## src/rtl/dcache_controller.sv

```systemverilog
// rtl/dcache_controller.sv - direct-mapped write-back data-cache controller for the MEM stage
// Only the miss-handling state is registered; SRAM and memory controls are decoded each cycle.
module dcache_controller #(
  parameter int LINES  = 32,
  parameter int TAG_W  = 22,
  parameter int LINE_W = 256
) (
  input  logic                      clk_i,
  input  logic                      rst_i,
  input  logic                      p1_req_i,
  input  logic                      p1_write_i,
  input  logic [31:0]               p1_addr_i,
  input  logic [31:0]               p1_data_i,
  output logic [31:0]               p1_data_o,
  output logic                      p1_stall_o,
  output logic                      tag_enable_o,
  output logic                      tag_write_o,
  output logic [$clog2(LINES)-1:0]  tag_addr_o,
  output logic [TAG_W+1:0]          tag_data_o,
  input  logic [TAG_W+1:0]          tag_data_i,
  output logic                      data_enable_o,
  output logic                      data_write_o,
  output logic [$clog2(LINES)-1:0]  data_addr_o,
  output logic [LINE_W-1:0]         data_data_o,
  input  logic [LINE_W-1:0]         data_data_i,
  output logic                      mem_enable_o,
  output logic                      mem_write_o,
  output logic [31:0]               mem_addr_o,
  output logic [LINE_W-1:0]         mem_data_o,
  input  logic                      mem_ack_i,
  input  logic [LINE_W-1:0]         mem_data_i
);
  localparam int OFF_W = 5;
  localparam int IDX_W = $clog2(LINES);

  typedef enum logic [1:0] {IDLE, WRITEBACK, ALLOCATE, REFILL} state_t;
  state_t state_q, state_d;

  logic [IDX_W-1:0]  index;
  logic [2:0]        word;
  logic [TAG_W-1:0]  req_tag;
  logic              line_valid, line_dirty, hit, miss;
  logic [LINE_W-1:0] merged;
  logic              unused_ok;

  assign index      = p1_addr_i[OFF_W +: IDX_W];
  assign word       = p1_addr_i[4:2];
  assign req_tag    = p1_addr_i[31 -: TAG_W];
  assign line_valid = tag_data_i[TAG_W+1];
  assign line_dirty = tag_data_i[TAG_W];
  assign hit        = line_valid & (tag_data_i[TAG_W-1:0] == req_tag);
  assign miss       = p1_req_i & ~hit;
  assign tag_addr_o  = index;
  assign data_addr_o = index;
  assign unused_ok   = ^p1_addr_i[1:0];

  always_comb begin
    merged = data_data_i;
    merged[{word, 5'b0} +: 32] = p1_data_i;
  end

  always_ff @(posedge clk_i or negedge rst_i) begin
    if (!rst_i) state_q <= IDLE;
    else        state_q <= state_d;
  end

  always_comb begin
    state_d       = state_q;
    p1_stall_o    = 1'b1;
    p1_data_o     = '0;
    tag_enable_o  = 1'b1;
    tag_write_o   = 1'b0;
    tag_data_o    = {2'b10, req_tag};
    data_enable_o = 1'b1;
    data_write_o  = 1'b0;
    data_data_o   = mem_data_i;
    mem_enable_o  = 1'b0;
    mem_write_o   = 1'b0;
    mem_addr_o    = '0;
    mem_data_o    = '0;
    case (state_q)
      IDLE: begin
        tag_enable_o  = p1_req_i;
        data_enable_o = p1_req_i;
        p1_stall_o    = miss;
        if (!miss) p1_data_o = data_data_i[{word, 5'b0} +: 32];
        if (p1_req_i & hit & p1_write_i) begin
          tag_write_o  = 1'b1;
          tag_data_o   = {2'b11, req_tag};
          data_write_o = 1'b1;
          data_data_o  = merged;
        end
        if (miss) state_d = (line_valid & line_dirty) ? WRITEBACK : ALLOCATE;
      end
      WRITEBACK: begin
        // The victim's tag and line stay readable here: nothing is written until refill.
        mem_enable_o = 1'b1;
        mem_write_o  = 1'b1;
        mem_addr_o   = {tag_data_i[TAG_W-1:0], index, {OFF_W{1'b0}}};
        mem_data_o   = data_data_i;
        if (mem_ack_i) state_d = ALLOCATE;
      end
      ALLOCATE: begin
        mem_enable_o = 1'b1;
        mem_addr_o   = {p1_addr_i[31:OFF_W], {OFF_W{1'b0}}};
        if (mem_ack_i) begin
          tag_write_o  = 1'b1;
          data_write_o = 1'b1;
          state_d      = REFILL;
        end
      end
      REFILL:  state_d = IDLE;
      default: state_d = IDLE;
    endcase
    // A write strobe while reset is held would corrupt a line mid-abort.
    if (!rst_i) begin
      tag_write_o  = 1'b0;
      data_write_o = 1'b0;
    end
  end
endmodule

```

## config.mk

```make
export PLATFORM = sky130hd
export DESIGN_NAME = dcache_controller
export DESIGN_NICKNAME = d
export VERILOG_FILES = /design/src/rtl/dcache_controller.sv
export SDC_FILE = /design/constraint.sdc
export NUM_CORES = 1
export LEC_CHECK = 0
export CORE_AREA = 2 2 478 480
export CTS_BUF_LIST = sky130_fd_sc_hd__clkbuf_4 sky130_fd_sc_hd__clkbuf_8 sky130_fd_sc_hd__clkbuf_16
export DETAILED_ROUTE_END_ITERATION = 8
export DIE_AREA = 0 0 480 482
export GPL_ROUTABILITY_DRIVEN = 0
export PLACE_DENSITY = 0.3
export SYNTH_ARGS = -nofsm -noshare
export SYNTH_HDL_FRONTEND = slang
export SYNTH_SLANG_ARGS = --single-unit
```

## constraint.sdc

```tcl
create_clock -name clk_i -period 10.7 [get_ports clk_i]
set_clock_uncertainty 0.05 [all_clocks]
set_input_delay 1.605 -clock clk_i [delete_from_list [all_inputs] [get_ports clk_i]]
set_output_delay 1.605 -clock clk_i [all_outputs]
set_load 0.005 [all_outputs]
```

==> results of run 1 <==
## logic make-up after synthesis
logic type,Yosys count
xor+xnor,22
simple gates,381
flops,2
buf+inv,161
fa+ha+maj,5
mux,578
other cells,2
compound gates,59
## through the flow
step	setup slack [ns]	instances	cell area, um2	power, mW
finish	3.32	5355	27400	2.18
global route	3.01	5319	27300	2.32
CTS	3.02	5316	27300	2.25
detailed placement	3.03	5313	27200	2.18
global placement	3.04	5313	27200	2.18
floorplan	4.76	1214	11900	0.652
## cell usage after synthesis, drive strengths merged, types with 2 or more instances
cell type / number / share of area, %
mux2: 513 / 55
and2: 262 / 14
buf: 100 / 6.3
nand2: 70 / 2.2
mux4: 64 / 12
clkbuf: 54 / 1.7
a21oi: 33 / 1.4
nor2b: 23 / 1.2
a22oi: 22 / 1.4
xnor2: 19 / 1.4
nor2: 8 / 0.25
inv: 7 / 0.22
nand4: 6 / 0.44
ha: 5 / 0.53
nor4: 4 / 0.44
nor3: 3 / 0.13
xor2: 3 / 0.22
conb: 2 / 0.063
dfrtp: 2 / 0.42
nand2b: 2 / 0.11
## worst register-to-register path: stages, from the launching register on
cell and delay [ns]:
sky130_fd_sc_hd__dfrtp_1 0.37, sky130_fd_sc_hd__inv_1 0.13, sky130_fd_sc_hd__ha_4 0.30, sky130_fd_sc_hd__buf_12 0.43
sky130_fd_sc_hd__nor2_1 0.25, sky130_fd_sc_hd__nor2_1 0.23, sky130_fd_sc_hd__a211oi_1 0.13, sky130_fd_sc_hd__mux2_2 0.33
## power breakdown
group | internal (mW) | switching [mW] | total, mW
Clock | 0.0476 | 0.00951 | 0.0571
Sequential | 0.0117 | 0.00322 | 0.0149
Combinational | 1.04 | 1.06 | 2.11
Total | 1.10 | 1.08 | 2.18
## routing by layer
metal  vias up  GRT usage (%)
li1       6593              -
met1      7835           18.8
met2      1017           27.2
met3       212           8.41
met4       112           1.02
met5         -              0
## final timing paths
| kind | end | slack [ns] | cells past startpoint |
|---|---|---|---|
| setup / recovery | data_data_o[33] | 3.32 | 9 |
| hold / removal | state_q[0] | 0.55 | 1 |
| setup reg to reg | state_q[0] | 8.36 | 7 |
| hold reg to reg | state_q[0] | 0.55 | 1 |
| max in group asynchronous | state_q[1] | 8.91 | 1 |
| min in group asynchronous | state_q[0] | 1.53 | 1 |
## area by class of cell
cell class,count,area [um2],area share [%]
flip-flops and latches,2,50.0,0.183
multi-input cells,1051,10900,39.9
well taps,3009,3760,13.8
diodes,39,97.6,0.357
repair buffers,1244,12400,45.4
clock buffers,3,75.1,0.274
inverters,7,28.8,0.105
==> impl_metrics.xml, run 1 <==
<?xml version="1.0" encoding="UTF-8"?>
<metrics>
  <group name="logic_synthesis">
    <metric name="muxShareOfSynthArea" unit="%">67.3</metric>
    <metric name="simple_gate_share_of_the_synthesized_area" unit="%">18.8</metric>
    <metric name="synth_compound_area_share" unit="%">3.06</metric>
    <metric name="yosys_register_bits" unit="">2</metric>
    <metric name="ys_types" unit="">36</metric>
    <metric name="synth.yosys.warnings" unit="">0</metric>
    <metric name="post_synth_xor_area_fraction" unit="%">1.62</metric>
    <metric name="synthesis.area" unit="um2">11900</metric>
    <metric name="synthAdderAreaFrac" unit="%">0.527</metric>
    <metric name="synth-seq-area-share" unit="%">0.422</metric>
    <metric name="synth_top_family_by_area" unit="">multiplexers</metric>
    <metric name="synth-async-reset-ratio" unit="%">100</metric>
    <metric name="ys_dominant_reg_cell" unit="">sky130_fd_sc_hd__dfrtp_1</metric>
    <metric name="syn-instance-count" unit="">1210</metric>
    <metric name="synth_enable_flop_cells" unit="">0</metric>
    <metric name="avgSynthCellArea" unit="um2">9.80</metric>
  </group>
  <group name="floorplanning">
    <metric name="chipHeight" unit="um">482</metric>
    <metric name="initial_utilization" unit="%">5.24</metric>
    <metric name="die_area" unit="um2">231000</metric>
    <metric name="standard_cell_row_count" unit="">175</metric>
    <metric name="die_x" unit="um">480</metric>
    <metric name="io_pins" unit="">1222</metric>
    <metric name="coreArea" unit="um2">226000</metric>
  </group>
  <group name="timing">
    <metric name="max-slew-margin-rel" unit="%">29.9</metric>
    <metric name="timing_worst_slew_pin_value" unit="ns">1.05</metric>
    <metric name="timing.final.max_slew_violations" unit="">0</metric>
    <metric name="final_hold_viol_count" unit="">0</metric>
    <metric name="max_clock_freq" unit="GHz">0.135</metric>
    <metric name="final.setup.tns" unit="ns">0</metric>
    <metric name="worst_hold_slack" unit="ns">0.550</metric>
    <metric name="min_period" unit="ns">7.38</metric>
    <metric name="setup_failing_eps_final" unit="">0</metric>
    <metric name="rsz0062_at_grt" unit="">false</metric>
    <metric name="period_share" unit="%">69.0</metric>
  </group>
  <group name="cts">
    <metric name="cts_root_buffer" unit="">sky130_fd_sc_hd__clkbuf_16</metric>
    <metric name="postCtsSetupRepairBufs" unit="">0</metric>
    <metric name="tritoncts_clock_tree" unit="">yes</metric>
    <metric name="worst_setup_hold_path_clk_slew" unit="ns">0.03</metric>
    <metric name="ctsHtreeMaxLevel" unit="">1</metric>
    <metric name="insertion_delay" unit="ns">0.22</metric>
    <metric name="numClockSinks" unit="">2</metric>
    <metric name="max-clock-path-buffers" unit="">2</metric>
    <metric name="postcts_resize_cnt" unit="">0</metric>
    <metric name="tritoncts.num_buffers" unit="">3</metric>
    <metric name="post_cts_hold_buffer_count" unit="">0</metric>
  </group>
  <group name="cells_and_area">
    <metric name="design.final.nets" unit="">2919</metric>
    <metric name="fillerInstances" unit="">26100</metric>
    <metric name="biggestRegsByFlops" unit="">state_q: 2 flops</metric>
    <metric name="syn2layout_area_growth" unit="%">131</metric>
    <metric name="post_route_cells_drive_above_1_share" unit="%">25.8</metric>
    <metric name="largest_register_ffs" unit="">2</metric>
    <metric name="registers.top_by_ff_count" unit="">state_q</metric>
    <metric name="mostFrequentLayoutCells" unit="">sky130_fd_sc_hd__clkdlybuf4s50_1 (1210), sky130_fd_sc_hd__mux2_2 (280), sky130_fd_sc_hd__and2_1 (262), sky130_fd_sc_hd__mux2_4 (200), sky130_fd_sc_hd__nand2_1 (68)</metric>
    <metric name="leading_cell_type_in_the_layout_fill_and_taps_excluded" unit="">sky130_fd_sc_hd__clkdlybuf4s50_1</metric>
    <metric name="finish.utilization" unit="%">12.1</metric>
  </group>
  <group name="routing">
    <metric name="via_count" unit="">15800</metric>
    <metric name="route.met3.wl" unit="um">24500</metric>
    <metric name="detail_route.wirelength.met1" unit="um">77900</metric>
    <metric name="number_of_drc_markers_after_the_initial_detailed_route_iteration" unit="">721</metric>
    <metric name="routed-wl-met2" unit="um">91400</metric>
    <metric name="antenna_violating_nets_post_route" unit="">0</metric>
    <metric name="route.detailed.vias_per_inst" unit="">2.94</metric>
    <metric name="detail_route.wl_per_cell" unit="um">36.7</metric>
    <metric name="drtPass1Iterations" unit="">4</metric>
    <metric name="drc" unit="">0</metric>
    <metric name="top_layer_used" unit="">met5</metric>
    <metric name="finalWirelength" unit="um">196000</metric>
  </group>
  <group name="job">
    <metric name="timing.max_cap.violations" unit="">0</metric>
  </group>
  <group name="power">
    <metric name="p_leak" unit="nW">9.69</metric>
    <metric name="power_density" unit="nW/um2">79.6</metric>
    <metric name="irDropWorstVdd" unit="V">0.0000834</metric>
  </group>
  <group name="critical_path">
    <metric name="critical_path.startpoint" unit="">p1_addr_i[4]</metric>
    <metric name="critical_path.cell_chain" unit="">buf_4, inv_4, ha_1, nand2b_1, or2_4, buf_4, mux2_2, mux2_4, clkdlybuf4s50_1</metric>
    <metric name="endpoint_kind" unit="">output port</metric>
    <metric name="cpLargestDelayFamily" unit="">buffers and inverters</metric>
    <metric name="critical_path.reg2reg.startpoint" unit="">state_q[1]</metric>
    <metric name="cp.buffers_inverters" unit="">4</metric>
    <metric name="crit_top_cell" unit="">sky130_fd_sc_hd__buf_4</metric>
    <metric name="cp_data_arrival_time" unit="ns">5.73</metric>
    <metric name="timing_worst_setup_path_type" unit="">in -&gt; out</metric>
    <metric name="path_max_fanout" unit="">25</metric>
    <metric name="startpoint_type" unit="">input pin</metric>
    <metric name="critical-path-slowest-cell" unit="">sky130_fd_sc_hd__or2_4</metric>
    <metric name="timing.critical_path.required" unit="ns">9.05</metric>
    <metric name="critical_path.max_stage_delay" unit="ns">0.79</metric>
  </group>
  <group name="grt">
    <metric name="pin_count_of_the_biggest_net_entering_global_routing" unit="">120</metric>
    <metric name="wire_length_of_the_first_global_routing_pass" unit="um">232000</metric>
    <metric name="grt.total_usage" unit="%">16.1</metric>
    <metric name="first_global_vias" unit="">16300</metric>
    <metric name="antenna_found_initial" unit="">162</metric>
    <metric name="grt_overflow_total" unit="">0</metric>
  </group>
  <group name="hold_path">
    <metric name="hold_path.startpoint" unit="">state_q[0]</metric>
    <metric name="worst_hold_path_type" unit="">reg -&gt; reg</metric>
  </group>
  <group name="placement">
    <metric name="dp_hpwl" unit="um">172000</metric>
    <metric name="io_buffer_count" unit="">1213</metric>
  </group>
  <group name="outcome">
    <metric name="run_status" unit="">complete, no violations</metric>
  </group>
</metrics>
Power figures use the tool's default switching activity.
==> run 2: changes to the inputs <==
- CORE_AREA: 2 2 478 480 -> 2 2 469 471
- DIE_AREA: 0 0 480 482 -> 0 0 471 473
- clock period: 10.7 -> 6.3 ns (I/O delays scaled with it)
==> run 2 against run 1 <==
Compared with the run above:
- routed wire length increased by 2.3%
- core utilization increased by 0.54 points
- critical path type unchanged
- hold slack improved by 0.019 ns
- largest power group unchanged
- final cell count decreased by 2.1%
- combinational power increased by 72%
- global-route usage increased by 1.1 points
==> impl_metrics.xml, run 2 (synthesis results as in run 1) <==
<?xml version="1.0" encoding="UTF-8"?>
<metrics>
  <group name="cts">
    <metric name="numClockSinks" unit="">2</metric>
    <metric name="insertion_delay" unit="ns">0.22</metric>
    <metric name="ctsHtreeMaxLevel" unit="">1</metric>
    <metric name="worst_setup_hold_path_clk_slew" unit="ns">0.03</metric>
    <metric name="max-clock-path-buffers" unit="">2</metric>
    <metric name="postcts_resize_cnt" unit="">0</metric>
    <metric name="cts_root_buffer" unit="">sky130_fd_sc_hd__clkbuf_16</metric>
    <metric name="post_cts_hold_buffer_count" unit="">0</metric>
    <metric name="postCtsSetupRepairBufs" unit="">0</metric>
    <metric name="tritoncts_clock_tree" unit="">yes</metric>
    <metric name="tritoncts.num_buffers" unit="">3</metric>
  </group>
  <group name="floorplanning">
    <metric name="initial_utilization" unit="%">5.44</metric>
    <metric name="die_area" unit="um2">223000</metric>
    <metric name="io_pins" unit="">1222</metric>
    <metric name="standard_cell_row_count" unit="">172</metric>
    <metric name="coreArea" unit="um2">218000</metric>
    <metric name="die_x" unit="um">471</metric>
    <metric name="chipHeight" unit="um">473</metric>
  </group>
  <group name="timing">
    <metric name="timing.final.max_slew_violations" unit="">0</metric>
    <metric name="period_share" unit="%">88.0</metric>
    <metric name="setup_failing_eps_final" unit="">0</metric>
    <metric name="max_clock_freq" unit="GHz">0.180</metric>
    <metric name="max-slew-margin-rel" unit="%">23.1</metric>
    <metric name="final_hold_viol_count" unit="">0</metric>
    <metric name="min_period" unit="ns">5.54</metric>
    <metric name="timing_worst_slew_pin_value" unit="ns">1.15</metric>
    <metric name="rsz0062_at_grt" unit="">false</metric>
    <metric name="final.setup.tns" unit="ns">0</metric>
  </group>
  <group name="routing">
    <metric name="number_of_drc_markers_after_the_initial_detailed_route_iteration" unit="">875</metric>
    <metric name="via_count" unit="">15900</metric>
    <metric name="route.detailed.vias_per_inst" unit="">3.03</metric>
    <metric name="drc" unit="">0</metric>
    <metric name="antenna_violating_nets_post_route" unit="">0</metric>
    <metric name="finalWirelength" unit="um">201000</metric>
    <metric name="drtPass1Iterations" unit="">5</metric>
    <metric name="detail_route.wl_per_cell" unit="um">38.3</metric>
  </group>
  <group name="grt">
    <metric name="first_global_vias" unit="">16500</metric>
    <metric name="grt.total_usage" unit="%">17.2</metric>
    <metric name="pin_count_of_the_biggest_net_entering_global_routing" unit="">98</metric>
    <metric name="grt_overflow_total" unit="">0</metric>
    <metric name="antenna_found_initial" unit="">179</metric>
    <metric name="wire_length_of_the_first_global_routing_pass" unit="um">240000</metric>
  </group>
  <group name="cells_and_area">
    <metric name="registers.top_by_ff_count" unit="">state_q</metric>
    <metric name="mostFrequentLayoutCells" unit="">sky130_fd_sc_hd__clkdlybuf4s50_1 (1198), sky130_fd_sc_hd__mux2_2 (280), sky130_fd_sc_hd__and2_1 (262), sky130_fd_sc_hd__mux2_4 (200), sky130_fd_sc_hd__nand2_1 (68)</metric>
    <metric name="post_route_cells_drive_above_1_share" unit="%">27.1</metric>
    <metric name="finish.utilization" unit="%">12.6</metric>
    <metric name="syn2layout_area_growth" unit="%">132</metric>
    <metric name="largest_register_ffs" unit="">2</metric>
    <metric name="leading_cell_type_in_the_layout_fill_and_taps_excluded" unit="">sky130_fd_sc_hd__clkdlybuf4s50_1</metric>
    <metric name="biggestRegsByFlops" unit="">state_q: 2 flops</metric>
    <metric name="design.final.nets" unit="">2943</metric>
  </group>
  <group name="power">
    <metric name="power_density" unit="nW/um2">136</metric>
    <metric name="p_leak" unit="nW">9.89</metric>
    <metric name="irDropWorstVdd" unit="V">0.000106</metric>
  </group>
  <group name="placement">
    <metric name="dp_hpwl" unit="um">178000</metric>
    <metric name="io_buffer_count" unit="">1213</metric>
  </group>
  <group name="hold_path">
    <metric name="worst_hold_path_type" unit="">reg -&gt; reg</metric>
  </group>
  <group name="job">
    <metric name="timing.max_cap.violations" unit="">0</metric>
  </group>
  <group name="critical_path">
    <metric name="path_max_fanout" unit="">25</metric>
    <metric name="cp_data_arrival_time" unit="ns">4.55</metric>
    <metric name="endpoint_kind" unit="">output port</metric>
    <metric name="timing.critical_path.required" unit="ns">5.30</metric>
    <metric name="timing_worst_setup_path_type" unit="">in -&gt; out</metric>
    <metric name="startpoint_type" unit="">input pin</metric>
  </group>
  <group name="outcome">
    <metric name="run_status" unit="">complete, no violations</metric>
  </group>
</metrics>
==> run 2: stage by stage <==
stage	power (mW)	area [um2]	std cells	worst slack [ns]	hold slack, ns
floorplan	1.11	11900	1214	1.68	0.460
global placement	3.75	27400	5199	0.595	0.545
detailed placement	3.73	27400	5199	0.619	0.554
CTS	3.85	27400	5202	0.620	0.583
global route	3.97	27400	5206	0.555	0.608
finish	3.74	27500	5243	0.759	0.569
==> run 2: final cells by class <==
class                           instances  area [um2]
Antenna cell                           41         103
Clock buffer                            3        75.1
Fill cell                           25000      191000
Timing Repair Buffer                 1268       12800
Tap cell                             2871        3590
Inverter                                7        27.5
Sequential cell                         2        50.0
Multi-Input combinational cell       1051       10900
==> run 2: metal layers <==
metal	track usage [%]	vias up	wire length [um]
li1	-	6637	-
met1	20.4	7878	81200
met2	28.4	1056	92000
met3	9.06	226	24900
met4	1.41	104	2140
met5	0	-	675
==> run 2: worst max-delay path: stages <==
cell,delay (ns)
sky130_fd_sc_hd__clkbuf_8,0.30
sky130_fd_sc_hd__inv_1,0.08
sky130_fd_sc_hd__ha_1,0.22
sky130_fd_sc_hd__ha_1,0.36
sky130_fd_sc_hd__nand2b_1,0.27
sky130_fd_sc_hd__or2_4,0.74
sky130_fd_sc_hd__buf_4,0.36
sky130_fd_sc_hd__mux2_2,0.37
sky130_fd_sc_hd__mux2_4,0.27
sky130_fd_sc_hd__clkdlybuf4s50_1,0.55
==> run 2: worst paths after layout <==
check / start / end / slack (ns) / cells past startpoint
max: p1_addr_i[2] / data_data_o[32] / 0.76 / 10
min: state_q[0] / state_q[0] / 0.57 / 1
max reg2reg: state_q[1] / state_q[0] / 4.10 / 7
min reg2reg: state_q[0] / state_q[0] / 0.57 / 1
max in group asynchronous: rst_i / state_q[1] / 4.95 / 1
min in group asynchronous: rst_i / state_q[0] / 0.97 / 1
==> run 2: report_power, final <==
group | internal [mW] | switching (mW) | leakage [nW]
Sequential | 0.0198 | 0.00583 | 0.0235
Clock | 0.0809 | 0.0159 | 0.0372
Combinational | 1.79 | 1.83 | 9.83
==> run 3: changes to the inputs <==
- CORE_AREA: 2 2 469 471 -> 2 2 472 474
- DIE_AREA: 0 0 471 473 -> 0 0 474 476
- clock period: 6.3 -> 5.4 ns (I/O delays scaled with it)
==> run 3 against run 2 <==
Compared with the run above:
- power grew 19%
- final cell count grew 2.1%
- combinational power increased by 19%
- count of clock-buffer cells in the layout is the same
- register-to-register slack got worse by 1.0 ns
- hold slack gained 0.013 ns
- critical endpoint is now data_data_o[156]
- highest routed layer unchanged
==> impl_metrics.xml, run 3 (synthesis results as in run 1) <==
<?xml version="1.0" encoding="UTF-8"?>
<metrics>
  <group name="outcome">
    <metric name="run_status" unit="">complete, no violations</metric>
  </group>
  <group name="routing">
    <metric name="via_count" unit="">15900</metric>
    <metric name="number_of_drc_markers_after_the_initial_detailed_route_iteration" unit="">739</metric>
    <metric name="finalWirelength" unit="um">202000</metric>
    <metric name="drc" unit="">0</metric>
    <metric name="antenna_violating_nets_post_route" unit="">0</metric>
    <metric name="detail_route.wl_per_cell" unit="um">37.8</metric>
    <metric name="route.detailed.vias_per_inst" unit="">2.96</metric>
    <metric name="drtPass1Iterations" unit="">5</metric>
  </group>
  <group name="floorplanning">
    <metric name="coreArea" unit="um2">221000</metric>
    <metric name="standard_cell_row_count" unit="">173</metric>
    <metric name="initial_utilization" unit="%">5.37</metric>
    <metric name="die_x" unit="um">474</metric>
    <metric name="io_pins" unit="">1222</metric>
    <metric name="chipHeight" unit="um">476</metric>
    <metric name="die_area" unit="um2">226000</metric>
  </group>
  <group name="placement">
    <metric name="numPlacedInstances" unit="">5307</metric>
    <metric name="io_buffer_count" unit="">1213</metric>
    <metric name="dp_hpwl" unit="um">179000</metric>
  </group>
  <group name="critical_path">
    <metric name="startpoint_type" unit="">input pin</metric>
    <metric name="cpLargestDelayFamily" unit="">buffers and inverters</metric>
    <metric name="critical_path.reg2reg.startpoint" unit="">state_q[0]</metric>
    <metric name="crit_top_cell" unit="">sky130_fd_sc_hd__buf_4</metric>
    <metric name="critical-path-slowest-cell" unit="">sky130_fd_sc_hd__nor4_4</metric>
    <metric name="timing_worst_setup_path_type" unit="">in -&gt; out</metric>
    <metric name="critical_path.cell_chain" unit="">buf_4, inv_4, ha_1, nand2b_1, nor4_4, buf_4, buf_4, mux2_2, mux2_4, clkdlybuf4s50_1</metric>
    <metric name="timing.critical_path.required" unit="ns">4.54</metric>
    <metric name="end_of_the_worst_register_to_register_path" unit="">state_q[0]</metric>
    <metric name="critical_path.max_stage_delay" unit="ns">0.54</metric>
    <metric name="endpoint_kind" unit="">output port</metric>
    <metric name="cp.buffers_inverters" unit="">5</metric>
    <metric name="reg2reg_slack" unit="ns">3.10</metric>
    <metric name="cp_data_arrival_time" unit="ns">4.20</metric>
    <metric name="path_max_fanout" unit="">13</metric>
    <metric name="worstRegToRegCells" unit="">7</metric>
  </group>
  <group name="timing">
    <metric name="max_clock_freq" unit="GHz">0.197</metric>
    <metric name="timing_worst_slew_pin_value" unit="ns">0.870</metric>
    <metric name="setup_failing_eps_final" unit="">0</metric>
    <metric name="max-slew-margin-rel" unit="%">41.8</metric>
    <metric name="period_share" unit="%">93.8</metric>
    <metric name="timing.final.max_slew_violations" unit="">0</metric>
    <metric name="final_hold_viol_count" unit="">0</metric>
    <metric name="min_period" unit="ns">5.06</metric>
    <metric name="final.setup.tns" unit="ns">0</metric>
    <metric name="worst_hold_slack" unit="ns">0.582</metric>
    <metric name="rsz0062_at_grt" unit="">false</metric>
  </group>
  <group name="power">
    <metric name="irDropWorstVdd" unit="V">0.000125</metric>
    <metric name="power_density" unit="nW/um2">161</metric>
    <metric name="flop_pwr_share" unit="%">0.7</metric>
    <metric name="clockPowerShare" unit="%">2.5</metric>
    <metric name="pwr-share-comb" unit="%">96.8</metric>
    <metric name="p_int" unit="mW">2.23</metric>
    <metric name="swShare" unit="%">49.7</metric>
    <metric name="p_leak" unit="nW">9.93</metric>
    <metric name="net-switching-power" unit="mW">2.21</metric>
  </group>
  <group name="cts">
    <metric name="cts_root_buffer" unit="">sky130_fd_sc_hd__clkbuf_16</metric>
    <metric name="worst_setup_hold_path_clk_slew" unit="ns">0.03</metric>
    <metric name="tritoncts_clock_tree" unit="">yes</metric>
    <metric name="postCtsSetupRepairBufs" unit="">0</metric>
    <metric name="tritoncts.num_buffers" unit="">3</metric>
    <metric name="ctsHtreeMaxLevel" unit="">1</metric>
    <metric name="insertion_delay" unit="ns">0.22</metric>
    <metric name="numClockSinks" unit="">2</metric>
    <metric name="postcts_resize_cnt" unit="">0</metric>
    <metric name="max-clock-path-buffers" unit="">2</metric>
    <metric name="post_cts_hold_buffer_count" unit="">0</metric>
  </group>
  <group name="job">
    <metric name="timing.max_cap.violations" unit="">0</metric>
  </group>
  <group name="cells_and_area">
    <metric name="fillerInstances" unit="">25400</metric>
    <metric name="syn2layout_area_growth" unit="%">133</metric>
    <metric name="final_standard_cell_count_with_taps_included_and_fillers_excluded" unit="">5355</metric>
    <metric name="biggestRegsByFlops" unit="">state_q: 2 flops</metric>
    <metric name="finish.utilization" unit="%">12.5</metric>
    <metric name="largest_register_ffs" unit="">2</metric>
    <metric name="design.final.nets" unit="">2947</metric>
    <metric name="registers.top_by_ff_count" unit="">state_q</metric>
    <metric name="mostFrequentLayoutCells" unit="">sky130_fd_sc_hd__clkdlybuf4s50_1 (1174), sky130_fd_sc_hd__mux2_2 (280), sky130_fd_sc_hd__and2_1 (262), sky130_fd_sc_hd__mux2_4 (200), sky130_fd_sc_hd__buf_4 (77)</metric>
    <metric name="post_route_cells_drive_above_1_share" unit="%">28.2</metric>
    <metric name="leading_cell_type_in_the_layout_fill_and_taps_excluded" unit="">sky130_fd_sc_hd__clkdlybuf4s50_1</metric>
  </group>
  <group name="hold_path">
    <metric name="min_delay_path_depth" unit="">2</metric>
    <metric name="worst_hold_path_type" unit="">reg -&gt; reg</metric>
    <metric name="min_to" unit="">state_q[1]</metric>
    <metric name="hold_path.startpoint" unit="">state_q[1]</metric>
  </group>
  <group name="grt">
    <metric name="pin_count_of_the_biggest_net_entering_global_routing" unit="">82</metric>
    <metric name="first_global_vias" unit="">16400</metric>
    <metric name="wire_length_of_the_first_global_routing_pass" unit="um">239000</metric>
    <metric name="grt.total_usage" unit="%">17.1</metric>
    <metric name="antenna_found_initial" unit="">194</metric>
    <metric name="grt_overflow_total" unit="">0</metric>
  </group>
</metrics>
==> run 3: cell type report <==
type / instances / area (um2) / share of cell area (%)
well taps: 2975 / 3720 / 13.5
inverters: 7 / 28.8 / 0.104
diodes: 45 / 113 / 0.407
clock buffers: 3 / 75.1 / 0.272
multi-input cells: 1051 / 10900 / 39.5
repair buffers: 1272 / 12700 / 46.0
flip-flops and latches: 2 / 50.0 / 0.181
==> run 3: worst max-delay path by stage <==
stage | start | endpoint | slack (ns) | cells after the start
after global routing | p1_addr_i[4] | data_data_o[157] | 0.18 | 10
after global placement | p1_addr_i[31] | tag_write_o | 0.21 | 9
final | p1_addr_i[4] | data_data_o[156] | 0.34 | 10
after floorplan | p1_addr_i[2] | data_data_o[44] | 1.05 | 12
after CTS | p1_addr_i[4] | data_data_o[156] | 0.21 | 10
after detailed placement | p1_addr_i[4] | data_data_o[156] | 0.22 | 10
==> run 3: tightest hold or removal path, stage by stage, from the launching register on <==
cell,delay [ns]
sky130_fd_sc_hd__dfrtp_1,0.33
sky130_fd_sc_hd__inv_1,0.09
sky130_fd_sc_hd__mux2i_1,0.15
==> run 3: power groups by stage <==
stage               Sequential (mW)  Combinational, mW  Clock [mW]
floorplan                    0.0268               1.27           0
global placement             0.0298               4.41           0
detailed placement           0.0298               4.40           0
CTS                          0.0300               4.42       0.115
global route                 0.0310               4.57       0.117
finish                       0.0304               4.30       0.113
==> run 3: per-stage QoR <==
step	setup WS [ns]	area [um2]	power, mW
floorplan	1.05	11900	1.29
global placement	0.211	27500	4.44
detailed placement	0.224	27500	4.43
CTS	0.215	27500	4.57
global route	0.176	27500	4.72
finish	0.336	27600	4.44
==> run 3: routing by layer <==
metal / share of wire (%) / track usage [%]
met1: 38 / 19.4
met2: 46 / 28.2
met3: 14 / 10.3
met4: 1.1 / 1.60
met5: 0.42 / 0
